$ cat config.mk
export PLATFORM = sky130hd
export DESIGN_NAME = usb_utmi_tx_flat
export DESIGN_NICKNAME = d
export VERILOG_FILES = /design/src/rtl/usb_utmi_tx_if.sv /design/src/rtl/usb_utmi_tx.sv /design/src/flat_wrapper.sv
export SDC_FILE = /design/constraint.sdc
export NUM_CORES = 1
export LEC_CHECK = 0
export ABC_AREA = 1
export BUFFER_PORTS_ARGS = -buffer_cell sky130_fd_sc_hd__buf_2
export CORE_ASPECT_RATIO = 2
export CORE_MARGIN = 5
export CORE_UTILIZATION = 45
export CTS_CLUSTER_SIZE = 20
export DETAILED_ROUTE_END_ITERATION = 7
export GPL_TIMING_DRIVEN = 1
export SLEW_MARGIN = 20
export SYNTH_ARGS = -nofsm -noshare
export SYNTH_HDL_FRONTEND = slang
export SYNTH_SLANG_ARGS = --single-unit
$ cat constraint.sdc
create_clock -name clk -period 1.7 [get_ports clk]
set_input_delay 0.085 -clock clk [delete_from_list [all_inputs] [get_ports clk]]
set_output_delay 0.085 -clock clk [all_outputs]
set_load 0.02 [all_outputs]
$ cat src/rtl/usb_utmi_tx_if.sv
// SIE <-> UTMI transmit byte interface plus the FS line drive towards the transceiver.
// The master is the SIE side and the slave is the macrocell transmit path.
interface usb_utmi_tx_if;
  logic [1:0] op_mode;
  logic [7:0] data_in;
  logic       tx_valid;
  logic       tx_ready;
  logic       tx_dp;
  logic       tx_dn;
  logic       tx_oe;
  logic       tx_active;

  modport master (
    output op_mode, data_in, tx_valid,
    input  tx_ready, tx_dp, tx_dn, tx_oe, tx_active
  );

  modport slave (
    input  op_mode, data_in, tx_valid,
    output tx_ready, tx_dp, tx_dn, tx_oe, tx_active
  );
endinterface

$ cat src/rtl/usb_utmi_tx.sv
// USB 2.0 full-speed UTMI transmit path: SYNC, LSB-first serialiser, bit stuffing,
// NRZI and EOP, driving registered D+/D-/OE towards the FS transceiver.
module usb_utmi_tx #(
  parameter int CLK_PER_BIT = 4
) (
  input  logic         clk,
  input  logic         rst,
  usb_utmi_tx_if.slave bus
);
  localparam int                CW       = $clog2(CLK_PER_BIT);
  localparam logic [CW-1:0]     BIT_LAST = CW'(CLK_PER_BIT - 1);
  localparam logic [7:0]        SYNC_PAT = 8'h80;

  typedef enum logic [2:0] {S_IDLE, S_SYNC, S_DATA, S_EOP_SE0, S_EOP_J} state_t;

  state_t        state_reg, state_next;
  logic [CW-1:0] bit_cnt_reg, bit_cnt_next;
  logic [2:0]    bit_idx_reg, bit_idx_next;
  logic [2:0]    ones_reg, ones_next;
  logic [7:0]    shifter_reg, shifter_next;
  logic          raw_reg, raw_next;
  logic          dp_reg, dp_next;
  logic          dn_reg, dn_next;
  logic          oe_reg, oe_next;
  logic          active_reg, active_next;
  logic          ready_now;
  logic          send, send_bit;

  logic mode_normal, mode_raw, bit_end, stuff_due, byte_end;

  assign mode_normal = (bus.op_mode == 2'd0) || (bus.op_mode == 2'd3);
  assign mode_raw    = (bus.op_mode == 2'd2);
  assign bit_end     = (state_reg != S_IDLE) && (bit_cnt_reg == BIT_LAST);
  assign stuff_due   = !raw_reg && (ones_reg == 3'd6);
  // A pending stuff bit postpones the byte boundary by one bit time.
  assign byte_end    = bit_end && ((state_reg == S_SYNC) || (state_reg == S_DATA)) &&
                       (bit_idx_reg == 3'd7) && !stuff_due;

  always_ff @(posedge clk) begin
    if (!rst) begin
      state_reg   <= S_IDLE;
      bit_cnt_reg <= '0;
      bit_idx_reg <= '0;
      ones_reg    <= '0;
      shifter_reg <= '0;
      raw_reg     <= 1'b0;
      dp_reg      <= 1'b1;
      dn_reg      <= 1'b0;
      oe_reg      <= 1'b0;
      active_reg  <= 1'b0;
    end else begin
      state_reg   <= state_next;
      bit_cnt_reg <= bit_cnt_next;
      bit_idx_reg <= bit_idx_next;
      ones_reg    <= ones_next;
      shifter_reg <= shifter_next;
      raw_reg     <= raw_next;
      dp_reg      <= dp_next;
      dn_reg      <= dn_next;
      oe_reg      <= oe_next;
      active_reg  <= active_next;
    end
  end

  always_comb begin
    state_next = state_reg;
    case (state_reg)
      S_IDLE: begin
        if (bus.tx_valid && mode_normal)   state_next = S_SYNC;
        else if (bus.tx_valid && mode_raw) state_next = S_DATA;
      end
      S_SYNC, S_DATA: begin
        if (byte_end) begin
          if (bus.tx_valid)  state_next = S_DATA;
          else if (raw_reg)  state_next = S_IDLE;
          else               state_next = S_EOP_SE0;
        end
      end
      S_EOP_SE0: if (bit_end && bit_idx_reg[0]) state_next = S_EOP_J;
      S_EOP_J:   if (bit_end) state_next = S_IDLE;
      default:   state_next = S_IDLE;
    endcase
  end

  always_comb begin
    bit_cnt_next = (state_reg == S_IDLE || bit_end) ? '0 : bit_cnt_reg + CW'(1);
    bit_idx_next = bit_idx_reg;
    ones_next    = ones_reg;
    shifter_next = shifter_reg;
    raw_next     = raw_reg;
    dp_next      = dp_reg;
    dn_next      = dn_reg;
    oe_next      = oe_reg;
    active_next  = active_reg;
    ready_now    = 1'b0;
    send         = 1'b0;
    send_bit     = 1'b0;

    case (state_reg)
      S_IDLE: begin
        if (bus.tx_valid && (mode_normal || mode_raw)) begin
          raw_next     = mode_raw;
          oe_next      = 1'b1;
          active_next  = 1'b1;
          bit_idx_next = 3'd0;
          send         = 1'b1;
          if (mode_raw) begin
            shifter_next = bus.data_in;
            ready_now    = 1'b1;
            send_bit     = bus.data_in[0];
          end else begin
            shifter_next = SYNC_PAT;
            send_bit     = SYNC_PAT[0];
          end
        end
      end
      S_SYNC, S_DATA: begin
        if (bit_end) begin
          if (stuff_due) begin
            dp_next   = ~dp_reg;
            dn_next   = ~dn_reg;
            ones_next = 3'd0;
          end else if (bit_idx_reg != 3'd7) begin
            bit_idx_next = bit_idx_reg + 3'd1;
            shifter_next = shifter_reg >> 1;
            send         = 1'b1;
            send_bit     = shifter_reg[1];
          end else if (bus.tx_valid) begin
            shifter_next = bus.data_in;
            ready_now    = 1'b1;
            bit_idx_next = 3'd0;
            send         = 1'b1;
            send_bit     = bus.data_in[0];
          end else if (raw_reg) begin
            oe_next     = 1'b0;
            active_next = 1'b0;
            dp_next     = 1'b1;
            dn_next     = 1'b0;
          end else begin
            dp_next      = 1'b0;
            dn_next      = 1'b0;
            bit_idx_next = 3'd0;
            ones_next    = 3'd0;
          end
        end
      end
      S_EOP_SE0: begin
        if (bit_end) begin
          if (bit_idx_reg[0]) begin
            dp_next = 1'b1;
            dn_next = 1'b0;
          end else begin
            bit_idx_next = 3'd1;
          end
        end
      end
      S_EOP_J: begin
        if (bit_end) begin
          oe_next      = 1'b0;
          active_next  = 1'b0;
          bit_idx_next = 3'd0;
        end
      end
      default: ;
    endcase

    // Raw mode maps the bit straight to J/K; otherwise NRZI with a ones run count.
    if (send) begin
      if (raw_next) begin
        dp_next = send_bit;
        dn_next = ~send_bit;
      end else if (send_bit) begin
        ones_next = ones_reg + 3'd1;
      end else begin
        dp_next   = ~dp_reg;
        dn_next   = ~dn_reg;
        ones_next = 3'd0;
      end
    end
  end

  assign bus.tx_ready  = ready_now;
  assign bus.tx_dp     = dp_reg;
  assign bus.tx_dn     = dn_reg;
  assign bus.tx_oe     = oe_reg;
  assign bus.tx_active = active_reg;
endmodule

$ cat src/flat_wrapper.sv
// flat-port wrapper written by rule: the top's interface ports become plain ports
module usb_utmi_tx_flat 
#(
  parameter int CLK_PER_BIT = 4
)
  (clk, rst, bus_op_mode, bus_data_in, bus_tx_valid, bus_tx_ready, bus_tx_dp, bus_tx_dn, bus_tx_oe, bus_tx_active);
  usb_utmi_tx_if bus_i ();
  input  logic clk;
  input  logic rst;
  input wire logic [$bits(bus_i.op_mode)-1:0] bus_op_mode;
  input wire logic [$bits(bus_i.data_in)-1:0] bus_data_in;
  input wire logic [$bits(bus_i.tx_valid)-1:0] bus_tx_valid;
  output wire logic [$bits(bus_i.tx_ready)-1:0] bus_tx_ready;
  output wire logic [$bits(bus_i.tx_dp)-1:0] bus_tx_dp;
  output wire logic [$bits(bus_i.tx_dn)-1:0] bus_tx_dn;
  output wire logic [$bits(bus_i.tx_oe)-1:0] bus_tx_oe;
  output wire logic [$bits(bus_i.tx_active)-1:0] bus_tx_active;
  assign bus_i.op_mode = bus_op_mode;
  assign bus_i.data_in = bus_data_in;
  assign bus_i.tx_valid = bus_tx_valid;
  assign bus_tx_ready = bus_i.tx_ready;
  assign bus_tx_dp = bus_i.tx_dp;
  assign bus_tx_dn = bus_i.tx_dn;
  assign bus_tx_oe = bus_i.tx_oe;
  assign bus_tx_active = bus_i.tx_active;
  usb_utmi_tx #(.CLK_PER_BIT(CLK_PER_BIT)) u_core (.clk(clk), .rst(rst), .bus(bus_i));
endmodule
==> Yosys cells after proc, flatten, opt, wreduce, memory -nomap -nowiden <==
Cells that the tools add are included.
Widths: inputs -> output; s select.
{ "op_classes": {"addsub": 3, "eq_ne": 24, "mux": 83, "n_bitwise": 4, "reduce_logical": 28} }
{ "op_table": {"columns": ["operator", "n"], "rows": [
  ["$mux 3", 23],
  ["$mux 8", 6],
  ["$mux 1", 44],
  ["$pmux 3 s4", 2],
  ["$pmux 8 s2", 1],
  ["$reduce_and 8->1", 2],
  ["$ne 2x1->1 const B", 6],
  ["$ne 2x2->1 const B", 5],
  ["$pmux 1 s2", 5],
  ["$eq 3x3->1 const B", 3],
  ["$logic_and 1x1->1", 9],
  ["$reduce_and 7->1", 1],
  ["$add 3x1->3 const B", 2],
  ["$eq 2x2->1 const B", 3],
  ["$eq 3x2->1 const B", 2],
  ["$reduce_bool 3->1", 2],
  ["$reduce_and 5->1", 1],
  ["$logic_or 1x1->1", 4],
  ["$ne 4x4->1 const B", 1],
  ["$not 1->1", 4],
  ["$reduce_and 4->1", 1],
  ["$reduce_bool 4->1", 1],
  ["$reduce_or 2->1", 2],
  ["$eq 3x1->1 const B", 1],
  ["10 further kinds", 11]
]} }
{ "totals": {"ff_bits": 23, "in_bits": 13, "out_inout_bits": 5, "elab_cells": 152} }

==> Depth between registers and ports, before layout <==
{ "logic_depth": {"word_depth": 9, "ltp_mapped": 12, "depth_no_buf": 12} }

==> Worst setup path after synthesis <==
No wires, ideal clock.
{ "synth_path": {"kind": "flip-flop to flip-flop", "startpoint": "reg u_core.bit_idx_reg[0]", "endpoint": "reg u_core.shifter_reg[2]", "setup_time_ps": 72, "arrival_time_ps": 1499, "required_ps": 1628, "slack_ps": 129, "stages_incl_launch_ff": 11, "path_buffers": 1, "synth_period_minus_slack_ps": 1571, "path_cell_list": "dfxtp_1 ha_1 ha_1 nand2_1 inv_1 nor2_1 nand2_1 nand2_2 buf_6 o211ai_1 a21oi_1"} }
{ "synth_via": {"elab_chain_cells": 5, "elab_cells_between_ends": 7, "classes_between": "eq/ne (2); mux (4); reduce/logical (1)"} }
{ "synth_rtl": {"columns": ["element", "line", "text"], "rows": [
  ["start: declaration", "usb_utmi_tx.sv:18", "logic [2:0] bit_idx_reg, bit_idx_next;"],
  ["start signal: assignment", "usb_utmi_tx.sv:54", "bit_idx_reg <= bit_idx_next;"],
  ["$ne 3x3->1 (*)", "usb_utmi_tx.sv:123", "end else if (bit_idx_reg != 3'd7) begin"],
  ["$mux 8", "usb_utmi_tx.sv:123", null],
  ["$mux 8", "usb_utmi_tx.sv:119", "if (stuff_due) begin"],
  ["$mux 8", "usb_utmi_tx.sv:118", "if (bit_end) begin"],
  ["$pmux 8 s2", "usb_utmi_tx.sv:99", "case (state_reg)"],
  ["end signal: assignment", "usb_utmi_tx.sv:56", "shifter_reg <= shifter_next;"],
  ["end: declaration", "usb_utmi_tx.sv:20", "logic [7:0] shifter_reg, shifter_next;"]
]} }
Mark *: on every way between the ends. The rest lies on a longest branch, timed or not. The select of a mux whose other input is x is not followed.
A chain may end at the register's enable or synchronous reset.

==> Worst setup path in the final report <==
{ "layout_path": {"startpoint": "reg u_core.bit_cnt_reg[0]", "endpoint": "out bus_tx_ready"} }
{ "layout_via": {"elab_chain_cells": 4} }
{ "layout_rtl": {"columns": ["element", "line", "text"], "rows": [
  ["start: declaration", "usb_utmi_tx.sv:17", "logic [CW-1:0] bit_cnt_reg, bit_cnt_next;"],
  ["start signal: assignment", "usb_utmi_tx.sv:53", "bit_cnt_reg <= bit_cnt_next;"],
  ["$eq 2x2->1", "usb_utmi_tx.sv:33", "assign bit_end = (state_reg != S_IDLE) && (bit_cnt_reg == BIT_LAST);"],
  ["$logic_and 1x1->1", "usb_utmi_tx.sv:33", null],
  ["$mux 1", "usb_utmi_tx.sv:118", null],
  ["$pmux 1 s2", "usb_utmi_tx.sv:99", null],
  ["end: declaration", "flat_wrapper.sv:13", "output wire logic [$bits(bus_i.tx_ready)-1:0] bus_tx_ready;"]
]} }
No other way between the ends.

==> run metrics <==
RSZ-0062 raised after global routing yes; CTS tree done; max_cap viols 0; fin crit share 96.7%; status finished, final reports clean; Rows 29; yosys warns 0; Synth Flop Type dfxtp_1; Final #Nets 288; core area 0.00316 sq mm; Syn Area/Cell 6.37 sq um; first-pass GRT wire length 6730 um; top cells by area, synth dfxtp_1 (30%), nand2_1 (15%), nor2_1 (7.7%), inv_1 (6.6%), nand3_1 (6.1%); Slew Viols, Final 0; skew final 0.00372 ns; Worst Setup End Kind output port; P&R area growth vs syn 25.6%; Die Height 90.9 um; cts hold-fix bufs 0; Avg Vias per Cell 5.28; I/O Buffers 17; maximum root-to-sink buffer count 2; Initial Util 46.6%; minimum clock period 1.64 ns; clock slew at reported path FFs 0.08 ns; Final Hold Fails 0; Post-synth EDFFs 0; Seq. cell area 447 sq um; CP startpoint kind flop; Final ANT Viol Nets 0; Seq/Total Area, Yosys 29.9%; max reg flops 7; Via Count 1569; Hold Worst Slack 0.0775 ns; final total power 2.55 mW; Yosys reg bits 22; drt total wl 4050 um; Pleak 0.856 nW; Post-DP HPWL 3270 um; largest net degree at the start of global routing 13; post-synth net total 251; CP Class flop to output port; fillers 335; H-tree levels 1; worst-skew pair later-pin latency 0.27 ns; CTS Root Cell clkbuf_8; maximum VDD drop 879 uV; most frequent cell after synthesis nand2_1; post-synthesis instance area 0.00147 sq mm; drt wl/cell 13.6 um; total congestion overflow 0; Crit Path Max Fanout 6; share of cells above drive strength 1 28.9%; footprint of the multi-input gates 947 sq um; Crit Reg-Reg Startpoint u_core.bit_idx_reg[1]; setup slack, reg-to-reg 0.13 ns; commonest cells in the netlist nand2_1 (58), nor2_1 (30), inv_1 (26), dfxtp_1 (22), nand3_1 (18); worst setup path startpoint u_core.bit_cnt_reg[0]; total CTS buffers 3; final setup fails 0; IO Count 18; CP Data Arrival Time 1.56 ns; vias in the first global route 1572; Worst Hold Launch bus_data_in[7]; post-synth top area share 29.9%; drt first-iter violations 48; number of diodes 0; async set or reset register ratio after synthesis 0%; antenna violations before repair 0; all-layer global routing usage 18.6%; CTS Sinks 22; Data required, critical path 1.62 ns; GPL Wtd Cong 0.841; Yosys top cell by area dfxtp_1; die width 50.4 um; Max Clk Rate 608 MHz; Synth Instances 231; Hold Crit Class input port to flop; worst slew pin tran 0.343 ns; # DRC 0; Cells after DPL 287; die area 0.00458 sq mm; post-route insts no fill 297; Power Density 1380 mW/mm^2; 1st-pass router iterations 4; number of distinct library cells after synthesis 30; slew margin rel. 77.0%
-- metrics by stage --
stage	cell area (sq um)	util [%]	setup TNS (ns)	setup WS, ns
finish	1850	58.5	0	0.0563
floorplan	1470	-	0	0.129
detailed placement	1670	52.9	-0.0491	-0.0491
CTS	1750	55.4	0	0.0128
global route	1850	58.5	-0.0528	-0.0291
global placement	1670	52.9	-0.0370	-0.0370
-- path summary, 6_finish.rpt --
kind / endpoint / cells past startpoint
worst min-delay path: u_core.shifter_reg[7] / 3
worst max-delay path: bus_tx_ready / 7
worst max register to register: u_core.bus.tx_dn / 10
worst min register to register: u_core.bit_cnt_reg[0] / 1
-- report_power, final --
group          leakage, nW  switching, mW  internal, mW
Combinational        0.653          0.870         0.580
Clock               0.0216          0.175         0.159
Sequential           0.182          0.106         0.656
-- cell usage in the layout, fill, tap and decap left out, types with 2 or more instances in the layout --
cell type  synthesis  routed
inv_2              3       7
nand2_2            3       5
a31oi_1            3       3
dfxtp_1           22      17
ha_2               0       2
a21oi_1           17      15
nand2_4            1       2
nand4_1            6       6
buf_4              1      20
nand2_1           58      55
nor2_4             2       4
o21ai_0            8       8
o211ai_1           2       2
dfxtp_2            0       5
nor2_1            30      29
nand3_1           18      18
a21oi_2            0       2
buf_2              2      16
o21ai_1            6       5
ha_1               7       3
inv_1             26      22
ha_4               0       2
nor2_2             4       3
clkbuf_8           0       3
-- logic make-up (layout without fill, tap and decap cells) --
family | after synthesis | after routing | share of synthesized area [%]
buf+inv | 36 | 71 | 10.6
xor+xnor | 1 | 1 | 0.595
simple gates | 126 | 126 | 38.6
flops | 22 | 22 | 29.9
compound gates | 39 | 39 | 14.3
fa+ha+maj | 7 | 7 | 5.95
-- repair_timing --
item,CTS,global route
pin swaps,1,6
buffers inserted,2,5
setup endpoints to repair,4,17
resized for setup,11,17
-- metal layers --
| metal | share of wire, % | up-vias | global-route usage (%) | routed length [um] |
|---|---|---|---|---|
| met2 | 58 | 33 | 35.7 | 2340 |
| li1 | - | 817 | - | - |
| met5 | 0 | - | 0 | 0 |
| met3 | 2.6 | 8 | 2.15 | 105 |
| met4 | 2.2 | 0 | 7.68 | 89 |
| met1 | 37 | 711 | 18.9 | 1520 |
-- cell type report --
type	count	share of cell area, %
multi-input combinational	173	51.3
clock buffer	3	2.23
tap	31	2.10
timing repair buffer	38	14.2
inverter	30	6.09
sequential	22	24.2
-- critical path, cell delays in order (launching register included) --
cell	delay, ns
dfxtp_1	0.34
ha_2	0.21
inv_2	0.08
a21oi_2	0.14
buf_4	0.14
nand4_1	0.11
o22ai_2	0.13
buf_6	0.14
(Power assumes the default switching activity.)
